File: src/rtl/match_sweep_pkg.sv
// Shared types and widths for the match-unit sweep sequencer.
package match_sweep_pkg;

    localparam int TT_W  = 8;
    localparam int IDX_W = 3;
    localparam int CNT_W = 4;

    typedef enum logic [1:0] {
        IDLE   = 2'd0,
        SETTLE = 2'd1,
        SAMPLE = 2'd2,
        FIN    = 2'd3
    } state_e;

endpackage

File: src/rtl/match_sweep_if.sv
// Board/match-unit side signals of the sweep sequencer.
interface match_sweep_if
    import match_sweep_pkg::*;
();
    logic            START;
    logic            ABORT;
    logic            Y_IN;
    logic            A;
    logic            B;
    logic            C;
    logic [TT_W-1:0] TT;
    logic            BUSY;
    logic            DONE;
    logic            MISMATCH;

    modport master (
        input  START, ABORT, Y_IN,
        output A, B, C, TT, BUSY, DONE, MISMATCH
    );

    modport slave (
        output START, ABORT, Y_IN,
        input  A, B, C, TT, BUSY, DONE, MISMATCH
    );
endinterface

File: src/rtl/match_settle_cnt.sv
// Loadable 4-bit settle down-counter; stops at zero.
module match_settle_cnt
    import match_sweep_pkg::*;
(
    input  logic             clk_i,
    input  logic             rst_i,
    input  logic             load_i,
    input  logic [CNT_W-1:0] load_val_i,
    output logic             zero_o
);

    logic [CNT_W-1:0] cnt_q, cnt_d;

    always_comb begin
        cnt_d = cnt_q;
        if (load_i)
            cnt_d = load_val_i;
        else if (cnt_q != '0)
            cnt_d = cnt_q - 1'b1;
    end

    always_ff @(posedge clk_i or posedge rst_i) begin
        if (rst_i) cnt_q <= '0;
        else       cnt_q <= cnt_d;
    end

    assign zero_o = (cnt_q == '0);

endmodule

File: src/rtl/match_sweep_ctrl.sv
// Steps A/B/C through all 8 vectors, captures Y into TT, checks it.
module match_sweep_ctrl
    import match_sweep_pkg::*;
#(
    parameter int unsigned     SETTLE_CYC = 2,
    parameter logic [TT_W-1:0] EXPECT     = 8'hE8
) (
    input  logic          CLK,
    input  logic          RST,
    match_sweep_if.master bus
);

    localparam logic [IDX_W-1:0] LAST = '1;
    localparam logic [CNT_W-1:0] LOAD_VAL = CNT_W'(SETTLE_CYC - 1);

    state_e           state_q, state_d;
    logic [IDX_W-1:0] idx_q, idx_d;
    logic [TT_W-1:0]  tt_q, tt_d;
    logic             busy_q, busy_d;
    logic             done_q, done_d;
    logic             mism_q, mism_d;
    logic             cnt_load;
    logic             cnt_zero;

    match_settle_cnt u_cnt (
        .clk_i      (CLK),
        .rst_i      (RST),
        .load_i     (cnt_load),
        .load_val_i (LOAD_VAL),
        .zero_o     (cnt_zero)
    );

    always_ff @(posedge CLK or posedge RST) begin
        if (RST) begin
            state_q <= IDLE;
            idx_q   <= '0;
            tt_q    <= '0;
            busy_q  <= 1'b0;
            done_q  <= 1'b0;
            mism_q  <= 1'b0;
        end else begin
            state_q <= state_d;
            idx_q   <= idx_d;
            tt_q    <= tt_d;
            busy_q  <= busy_d;
            done_q  <= done_d;
            mism_q  <= mism_d;
        end
    end

    always_comb begin
        state_d = state_q;
        if (bus.ABORT) begin
            state_d = IDLE;
        end else begin
            unique case (state_q)
                IDLE, FIN: if (bus.START) state_d = SETTLE;
                SETTLE:    if (cnt_zero) state_d = SAMPLE;
                SAMPLE:    state_d = (idx_q == LAST) ? FIN : SETTLE;
            endcase
        end
    end

    // Last sample compares with the bit being written this same cycle.
    always_comb begin
        idx_d    = idx_q;
        tt_d     = tt_q;
        busy_d   = busy_q;
        done_d   = done_q;
        mism_d   = mism_q;
        cnt_load = 1'b0;
        if (bus.ABORT) begin
            idx_d  = '0;
            busy_d = 1'b0;
            done_d = 1'b0;
            mism_d = 1'b0;
        end else begin
            unique case (state_q)
                IDLE, FIN: begin
                    if (bus.START) begin
                        idx_d    = '0;
                        tt_d     = '0;
                        busy_d   = 1'b1;
                        done_d   = 1'b0;
                        mism_d   = 1'b0;
                        cnt_load = 1'b1;
                    end
                end
                SETTLE: begin
                end
                SAMPLE: begin
                    tt_d[idx_q] = bus.Y_IN;
                    if (idx_q == LAST) begin
                        busy_d = 1'b0;
                        done_d = 1'b1;
                        mism_d = ({bus.Y_IN, tt_q[TT_W-2:0]} != EXPECT);
                    end else begin
                        idx_d    = idx_q + 1'b1;
                        cnt_load = 1'b1;
                    end
                end
            endcase
        end
    end

    assign bus.A        = idx_q[2];
    assign bus.B        = idx_q[1];
    assign bus.C        = idx_q[0];
    assign bus.TT       = tt_q;
    assign bus.BUSY     = busy_q;
    assign bus.DONE     = done_q;
    assign bus.MISMATCH = mism_q;

endmodule
File: src/flat_wrapper.sv
// flat-port wrapper written by rule: the top's interface ports become plain ports
module match_sweep_ctrl_flat import match_sweep_pkg::*;
#(
    parameter int unsigned     SETTLE_CYC = 2,
    parameter logic [TT_W-1:0] EXPECT     = 8'hE8
)
  (CLK, RST, bus_START, bus_ABORT, bus_Y_IN, bus_A, bus_B, bus_C, bus_TT, bus_BUSY, bus_DONE, bus_MISMATCH);
  match_sweep_if bus_i ();
  input  logic CLK;
  input  logic RST;
  input wire logic [$bits(bus_i.START)-1:0] bus_START;
  input wire logic [$bits(bus_i.ABORT)-1:0] bus_ABORT;
  input wire logic [$bits(bus_i.Y_IN)-1:0] bus_Y_IN;
  output wire logic [$bits(bus_i.A)-1:0] bus_A;
  output wire logic [$bits(bus_i.B)-1:0] bus_B;
  output wire logic [$bits(bus_i.C)-1:0] bus_C;
  output wire logic [$bits(bus_i.TT)-1:0] bus_TT;
  output wire logic [$bits(bus_i.BUSY)-1:0] bus_BUSY;
  output wire logic [$bits(bus_i.DONE)-1:0] bus_DONE;
  output wire logic [$bits(bus_i.MISMATCH)-1:0] bus_MISMATCH;
  assign bus_i.START = bus_START;
  assign bus_i.ABORT = bus_ABORT;
  assign bus_i.Y_IN = bus_Y_IN;
  assign bus_A = bus_i.A;
  assign bus_B = bus_i.B;
  assign bus_C = bus_i.C;
  assign bus_TT = bus_i.TT;
  assign bus_BUSY = bus_i.BUSY;
  assign bus_DONE = bus_i.DONE;
  assign bus_MISMATCH = bus_i.MISMATCH;
  match_sweep_ctrl #(.SETTLE_CYC(SETTLE_CYC), .EXPECT(EXPECT)) u_core (.CLK(CLK), .RST(RST), .bus(bus_i));
endmodule
File: config.mk
export PLATFORM = sky130hd
export DESIGN_NAME = match_sweep_ctrl_flat
export DESIGN_NICKNAME = d
export VERILOG_FILES = /design/src/rtl/match_sweep_pkg.sv /design/src/rtl/match_sweep_if.sv /design/src/rtl/match_settle_cnt.sv /design/src/rtl/match_sweep_ctrl.sv /design/src/flat_wrapper.sv
export SDC_FILE = /design/constraint.sdc
export NUM_CORES = 1
export LEC_CHECK = 0
export ABC_AREA = 0
export CORE_ASPECT_RATIO = 0.9
export CORE_MARGIN = 3
export CORE_UTILIZATION = 40
export DETAILED_ROUTE_END_ITERATION = 16
export GPL_ROUTABILITY_DRIVEN = 1
export PLACE_DENSITY = 0.62
export SLEW_MARGIN = 20
export SYNTH_ARGS = -nofsm -noshare
export SYNTH_HDL_FRONTEND = slang
export SYNTH_SLANG_ARGS = --single-unit
File: constraint.sdc
create_clock -name CLK -period 2.2 [get_ports CLK]
set_clock_uncertainty 0.2 [all_clocks]
set_input_delay 0.44 -clock CLK [delete_from_list [all_inputs] [get_ports CLK]]
set_output_delay 0.44 -clock CLK [all_outputs]
set_load 0.1 [all_outputs]
---- Yosys cells after proc, flatten, opt, wreduce, memory -nomap -nowiden ----
Cells that the tools add are included.
operators by class
  $lt $le $gt $ge ......................... 2
  bitwise logic cells ..................... 1
  reductions and logical operators ........ 12
  $add $sub $neg .......................... 2
  equal/unequal tests ..................... 10
  multiplexer cells ....................... 31
operators with widths
  kind                                                                                 count
  8-bit case mux with 2 select lines                                                   1
  1-bit two-way mux                                                                    12
  3-bit two-way mux                                                                    3
  3-bit AND reduction                                                                  3
  8-bit bitwise mux                                                                    1
  2-bit two-way mux                                                                    4
  4-bit two-way mux                                                                    2
  8-bit two-way mux                                                                    1
  8-bit != test, second input constant                                                 1
  1-bit case mux with 2 select lines                                                   4
  3-bit by 2-bit != test with 1-bit output, second input constant                      2
  3-bit != test, second input constant                                                 2
  2-bit case mux with 3 select lines                                                   1
  3-bit case mux with 2 select lines                                                   1
  2-bit == test, second input constant                                                 2
  4-bit logical NOT                                                                    1
  3-bit by 4-bit less-than comparator with 1-bit output, second input constant         1
  2-bit nonzero test                                                                   2
  4-bit nonzero test                                                                   1
  4-bit by 1-bit subtractor with 4-bit output, second input constant                   1
  3-bit by 1-bit adder with 3-bit output, second input constant                        1
  1-bit demux with 3-bit select                                                        1
  3-bit == test, second input constant                                                 1
  3-bit by 1-bit greater-or-equal comparator with 1-bit output, second input constant  1
  other kinds (8)                                                                      8
storage, ports and cells
  output and inout bits ................... 14
  logic and storage cells ................. 65
  flip-flop bits (word level) ............. 20
  bits of input ports ..................... 5

---- Logic depth before layout (Yosys ltp) ----
Gate-level depths: netlist of the first run.
  depth after elaboration ................. 6
  depth in mapped cells ................... 6
  gate-level depth less buffers ........... 5

---- Modules after synthesis ----
A second synthesis of the first run with hierarchy kept.
second synthesis, totals
  cell total of the unflattened synthesis .. 137
  area total of the unflattened synthesis .. 1,355.0 um2
modules (own cells, without submodules)
  module            cells each  seq. area each (um2)  area each (um2)  instances
  match_sweep_ctrl  114         400.4                 1,118.6          1
  match_settle_cnt  23          100.1                 236.5            1

---- Worst setup path before layout of the first run ----
OpenSTA, ideal clock, no wires.
  kind .................................... register -> register
  start ................................... register u_core.idx_q[1]
  end ..................................... register u_core.idx_q[0]
  required time ........................... 1,875 ps
  slack ................................... -81 ps
  path buffers ............................ 0
  data arrival time ....................... 1,957 ps
  clock period less this slack ............ 2,281 ps
  cell stages (with the launch flop) ...... 5
  setup time .............................. 125 ps
  cell sequence ........................... dfrtp_1 > ha_1 > ha_1 > and4bb_2 > mux2_2
on the way
  longest elaborated chain between the ends .. 3
ends and longest elaborated chain
  item                                  RTL line                text
  from (decl)                           match_sweep_ctrl.sv:17  logic [IDX_W-1:0] idx_q, idx_d;
  from (signal assigned)                match_sweep_ctrl.sv:43  idx_q <= idx_d;
  3-bit == test                         match_sweep_ctrl.sv:93  if (idx_q == LAST) begin
  3-bit != test (no source line)        --
  3-bit AND reduction (no source line)  --
No other way between the ends.
A chain may end at the register's enable or synchronous reset.

---- Worst setup path in the final report of the first run ----
  start ................................... register u_core.state_q[0]
  end ..................................... register u_core.tt_q[0], in the netlist u_core.bus.TT[0]
on the way
  longest elaborated chain between the ends .. 4
  elaborated cells on any way between the ends .. 8
  classes of those cells .................. eq/ne (3); mux (1); reduce/logical (4)
ends and longest elaborated chain
  item                                                                         RTL line                text
  from (decl)                                                                  match_sweep_ctrl.sv:16  state_e state_q, state_d;
  from (signal assigned)                                                       match_sweep_ctrl.sv:42  state_q <= state_d;
  2-bit == test / 2-bit logical NOT (equally long branches)                    match_sweep_ctrl.sv:78  unique case (state_q)
  2-bit OR reduction                                                           match_sweep_ctrl.sv:78
  2-bit != test (no source line) / 2-bit nonzero test (equally long branches)  --
  3-bit AND reduction (no source line)                                         --
  to (signal assigned)                                                         match_sweep_ctrl.sv:44  tt_q <= tt_d;
  to (decl)                                                                    match_sweep_ctrl.sv:18  logic [TT_W-1:0] tt_q, tt_d;
Several ways; a longest one is shown, not always the timed one.

==> results.toml, run 1 <==
[run_status]
status = "finished, final reports clean"

[power]
vdd_ir_drop_max_mv = 0.469
power.total_mw = 1.22
leakagePower_nw = 0.666
p_per_area_mw_per_mm2 = 796

[yosys]
avgSynthCellArea_um2 = 9.97
synth_top_area_frac = 0.408
ys_async_sr_fraction = 1.00
yosysWarnings = 0
synth-edff-count = 0
syn_nets = 134
synthTopCellsByArea = "dfrtp_1 (41%), ha_1 (6.1%), a2111oi_0 (5.0%)"
synth_ff_type = "dfrtp_1"
ys_seq_area_frac = 0.408
synth-seq-cells = 20
syn_inst = 123
yosys.cell_types.count = 36
yosys.area.top_type = "dfrtp_1"
syn_area_mm2 = 0.00123

[timing]
hold_viol_final = 0
setup_viol = 0
drv_slew = 0
rsz0062_at_grt = "no"
tightestPinTransition_ps = 446
timing.hold.ws_ps = 255
period_minus_slack_ps = 2070
maxClockFrequency_ghz = 0.484
final.setup.worst_slack_ps = 135
slew-limit-headroom = 0.695
fin_crit_sh = 0.939

[drt]
routedWlPerCell_um = 14.4
wl_met2_um = 1180
drt_first_pass_iters = 4
dr_wl_met3_um = 135
drc = 0
wirelength_um = 2680
dr.first_iter.drc_count = 78
maxUsedRoutingLayer = "met4"
avgViaCountPerCell = 5.46
wl_met1_um = 1330
vias = 1015
ant_nets = 0

[cts]
hold_buffers = 0
clock_latency_ps = 300
cts.sinks = 20
cts_made_buffers = 3
path_clk_slew_ps = 110
cts_max_level = 1
cts_tree = "yes"
clockBufferDepth = 2
cts_root_buf = "clkbuf_4"

[grt]
grt_usage = 0.162
grt_max_degree = 21
grt_pass1_wl_um = 4690
antenna_found_initial = 0
grt_pass1_vias = 974
grt_overflow = 0

[critical_path]
cp-start-kind = "flop"
worstPathArrival_ps = 2070
end_kind = "flop"
critPathKind = "flop to flop"
worstPathMaxFanout = 5
reg2regPathDepth = 5
cp.required_ps = 2200

[placed_design]
dp_hpwl_um = 1910
portBuffers = 18
dpl_cell_area_mm2 = 0.00150
dp_slack_ps = -12.8
gp_congestion = 0.802

[final_layout]
diodes = 0
design_area_mm2 = 0.00153
syn_to_final_growth_pct = 24.8
fin_nets = 159
drive_above_1_share = 0.274
finish.utilization = 0.539

[flow_run]
drv_cap = 0

[floorplan]
die_y_um = 58.5
rows = 18
start_util = 0.432
core-area_mm2 = 0.00284
die_area_mm2 = 0.00377
io_pins = 19
chipWidth_um = 64.4

[worst_hold_path]
min_path_type = "input pin to async pin"
-- power breakdown --
part | switching [mW] | leakage (nW) | internal, mW | total, mW
logic | 0.320 | 0.385 | 0.253 | 0.573
clock network | 0.111 | 0.0138 | 0.0638 | 0.174
registers | 0.0465 | 0.267 | 0.424 | 0.470
-- metal layers --
layer  vias to the layer above  GRT usage
met4                         0     0.0813
met1                       488      0.229
met3                         2     0.0248
met2                        24      0.241
met5                         -          0
li1                        501          -
-- worst max-delay path, cell delays in order, from the launching register on --
cell,delay [ps]
dfrtp_1,390
inv_1,50
ha_1,360
nor2b_4,160
or4_4,550
o31ai_1,250
-- synth_stat cells (2+ instances only) --
cell type,n
mux2_2,2
nor2_1,4
nand2b_1,7
o21ai_0,3
buf_2,4
a21oi_1,4
nand2_1,2
clkbuf_1,5
a21o_1,2
a211oi_1,2
or2_2,2
dfrtp_1,20
inv_1,15
a22o_1,4
or3b_1,4
a2111oi_2,2
o22ai_1,7
a2111oi_0,7
nand3b_1,5
ha_1,6
-- flip-flops by register name, indices dropped and copies added, names as in the netlist --
register and count:
u_core.state_q 2, u_core.bus.BUSY 1, u_core.bus.TT 8, u_core.idx_q 3, u_core.u_cnt.cnt_q 4, u_core.bus.MISMATCH 1
u_core.bus.DONE 1
-- kinds of logic after synthesis --
logic type,synth area share
xor+xnor,0.00714
simple gates,0.187
compound gates,0.233
fa+ha+maj,0.0612
buf+inv,0.0776
flops,0.408
mux,0.0265
-- repair_timing --
| action | 4_1_cts | 5_1_grt |
|---|---|---|
| setup endpoints to repair | 0 | 3 |
| hold endpoints to repair | 0 | 0 |
| resized for setup | 0 | 2 |
| setup buffers | 0 | 1 |
-- metrics by stage --
step | std cells | setup TNS [ps]
floorplan | 123 | 0
global placement | 182 | 0
detailed placement | 182 | -24.6
CTS | 185 | 0
global route | 186 | 0
finish | 186 | 0
-- path summary, 6_finish.rpt --
path | from | endpoint | slack [ps]
worst min-delay path | RST | u_core.bus.TT[6]$_DFFE_PP0P_ | 250
max in group asynchronous | RST | u_core.idx_q[0]$_DFFE_PP0P_ | 1310
worst min register to register | u_core.bus.MISMATCH$_DFFE_PP0P_ | u_core.bus.MISMATCH$_DFFE_PP0P_ | 320
min in group CLK | u_core.bus.MISMATCH$_DFFE_PP0P_ | u_core.bus.MISMATCH$_DFFE_PP0P_ | 320
worst max register to register | u_core.state_q[0]$_DFFE_PP0P_ | u_core.bus.TT[0]$_DFFE_PP0P_ | 130
worst max-delay path | u_core.state_q[0]$_DFFE_PP0P_ | u_core.bus.TT[0]$_DFFE_PP0P_ | 130
-- cell type report --
| class | count | area (um2) |
|---|---|---|
| inverter | 15 | 56.3 |
| tap | 40 | 50.0 |
| timing repair buffer | 29 | 265 |
| sequential | 20 | 503 |
| fill | 279 | 1310 |
| clock buffer | 3 | 22.5 |
| multi-input combinational | 79 | 633 |
-- layout by cell type (no fill, tap or decap), types with 2 or more instances in the layout --
cell | synthesis | routed
a2111oi_0 | 7 | 5
a2111oi_1 | 0 | 2
a2111oi_2 | 2 | 2
a211oi_1 | 2 | 2
a21o_1 | 2 | 2
a21oi_1 | 4 | 4
a22o_1 | 4 | 4
buf_12 | 0 | 3
buf_4 | 0 | 22
clkbuf_4 | 0 | 3
clkdlybuf4s50_1 | 0 | 4
dfrtp_1 | 20 | 18
dfrtp_2 | 0 | 2
ha_1 | 6 | 6
inv_1 | 15 | 15
mux2_2 | 2 | 2
nand2_1 | 2 | 2
nand2b_1 | 7 | 7
nand3b_1 | 5 | 5
nor2_1 | 4 | 4
o21ai_0 | 3 | 3
o22ai_1 | 7 | 7
or2_2 | 2 | 2
or3b_1 | 4 | 4
Note: power is estimated with default switching activity, not from simulation.
==> run 2, diff against run 1 <==
CTS_BUF_LIST = sky130_fd_sc_hd__clkbuf_8   (was unset)
PLACE_DENSITY = 0.73   (was 0.62)
RECOVER_POWER = 50   (was unset)
==> run 2 against run 1 <==
Routed wire length is 2.6% higher. Combinational power is 1% lower. Global-route usage is 0.73 points lower. Critical path depth stayed put. Core utilization is 0.71 points lower. Non-clock buffer count is 4 lower. Setup slack worse by 15 ps. Sequential power is 1% higher. Cell area is 1.3% lower. Count of clock-buffer cells in the layout stayed put. Largest cell class unchanged. Largest power group unchanged.
==> results.toml, run 2 (synthesized netlist as in run 1, its figures left out) <==
[power]
vdd_ir_drop_max_mv = 0.410
p_per_area_mw_per_mm2 = 848
leakagePower_nw = 0.650

[cts]
clock_latency_ps = 250
cts_made_buffers = 3
cts_max_level = 1
clockBufferDepth = 2
path_clk_slew_ps = 70
cts_tree = "yes"
hold_buffers = 0
cts.sinks = 20
cts_root_buf = "clkbuf_8"

[floorplan]
rows = 18
die_y_um = 58.5
io_pins = 19
start_util = 0.432
die_area_mm2 = 0.00377
core-area_mm2 = 0.00284
chipWidth_um = 64.4

[drt]
dr_wl_met3_um = 108
maxUsedRoutingLayer = "met4"
routedWlPerCell_um = 15.1
wl_met2_um = 1340
wirelength_um = 2750
dr.first_iter.drc_count = 40
drc = 0
wl_met1_um = 1280
ant_nets = 0
avgViaCountPerCell = 5.52
drt_first_pass_iters = 4
vias = 1004

[placed_design]
gp_congestion = 0.876
dp_slack_ps = -40.7
portBuffers = 18
dp_hpwl_um = 1980
dpl_cell_area_mm2 = 0.00148

[final_layout]
fin_nets = 155
finish.utilization = 0.532
largest_reg_flops = 8
drive_above_1_share = 0.254
layout_commonest_cell = "dfrtp_1"
syn_to_final_growth_pct = 23.2
final_cell_mix = "dfrtp_1 (18), inv_1 (15), buf_4 (11), nand2b_1 (7), o22ai_1 (7)"
diodes = 0
design_area_mm2 = 0.00151

[timing]
maxClockFrequency_ghz = 0.481
fin_crit_sh = 0.945
hold_viol_final = 0
drv_slew = 0
final.setup.worst_slack_ps = 120
rsz0062_at_grt = "no"
slew-limit-headroom = 0.265
setup_viol = 0
period_minus_slack_ps = 2080
setup_tns_ps = 0
tightestPinTransition_ps = 1100

[critical_path]
slowest_delay_ps = 570
end_kind = "flop"
slowest_stage = "or4b_4"
cp-start-kind = "flop"
critPathKind = "flop to flop"
crit_buf_inv = 1
worstPathArrival_ps = 2040
cp.required_ps = 2160
cp_top_family = "simple AND/OR/NAND/NOR gates"
worstPathMaxFanout = 6
crit_chain = "inv_1, ha_1, nor2b_4, or4b_4, o32ai_2"

[grt]
grt_usage = 0.154
grt_pass1_vias = 970
grt_overflow = 0
grt_pass1_wl_um = 4580
grt_max_degree = 21
antenna_found_initial = 0

[run_status]
status = "finished, final reports clean"

[flow_run]
drv_cap = 0

[worst_hold_path]
min_path_type = "flop to flop"
run 2: cell count changes in the layout (fill, tap and decap cells not counted), moves of 2 or more:
cell / change
clkbuf_4: -3
a2111oi_1: +2
clkbuf_8: +3
clkbuf_2: +6
buf_4: -11
a2111oi_0: -2
run 2: repair_timing:
action                                 in CTS  in global routing
setup endpoints to repair                   0                  4
gates resized for setup                     0                  5
setup buffers                               0                  0
endpoints found under the hold margin       0                  0
run 2: layer usage:
| layer | up-vias | track usage |
|---|---|---|
| li1 | 493 | - |
| met1 | 488 | 0.211 |
| met2 | 19 | 0.256 |
| met3 | 4 | 0.0267 |
| met4 | 0 | 0.0392 |
| met5 | - | 0 |
run 2: final timing paths:
check | start | to | slack (ps) | cells past startpoint
worst min-delay path | u_core.state_q[1]$_DFFE_PP0P_ | u_core.state_q[1]$_DFFE_PP0P_ | 330 | 1
max in group asynchronous | RST | u_core.idx_q[0]$_DFFE_PP0P_ | 290 | 3
worst max register to register | u_core.state_q[0]$_DFFE_PP0P_ | u_core.bus.TT[1]$_DFFE_PP0P_ | 120 | 5
worst min register to register | u_core.state_q[1]$_DFFE_PP0P_ | u_core.state_q[1]$_DFFE_PP0P_ | 330 | 1
worst max-delay path | u_core.state_q[0]$_DFFE_PP0P_ | u_core.bus.TT[1]$_DFFE_PP0P_ | 120 | 5
min in group asynchronous | RST | u_core.bus.DONE$_DFFE_PP0P_ | 770 | 3
run 2: per-stage QoR:
stage	hold slack, ps	power [mW]	std cells
6_report	329	1.28	182
4_1_cts	329	1.28	182
5_1_grt	357	1.37	182
3_3_place_gp	292	1.01	179
2_1_floorplan	204	0.898	123
3_5_place_dp	311	1.03	179
run 2: power by group:
| group | switching, mW | total [mW] | internal, mW |
|---|---|---|---|
| clock network | 0.117 | 0.239 | 0.122 |
| registers | 0.0530 | 0.477 | 0.424 |
| logic | 0.322 | 0.565 | 0.243 |
run 2: final cells by class:
type,count,area [um2]
clock buffers,3,41.3
fillers,271,1330
inverters,15,56.3
multi-input cells,79,643
flip-flops and latches,20,503
well taps,40,50.0
repair buffers,25,216
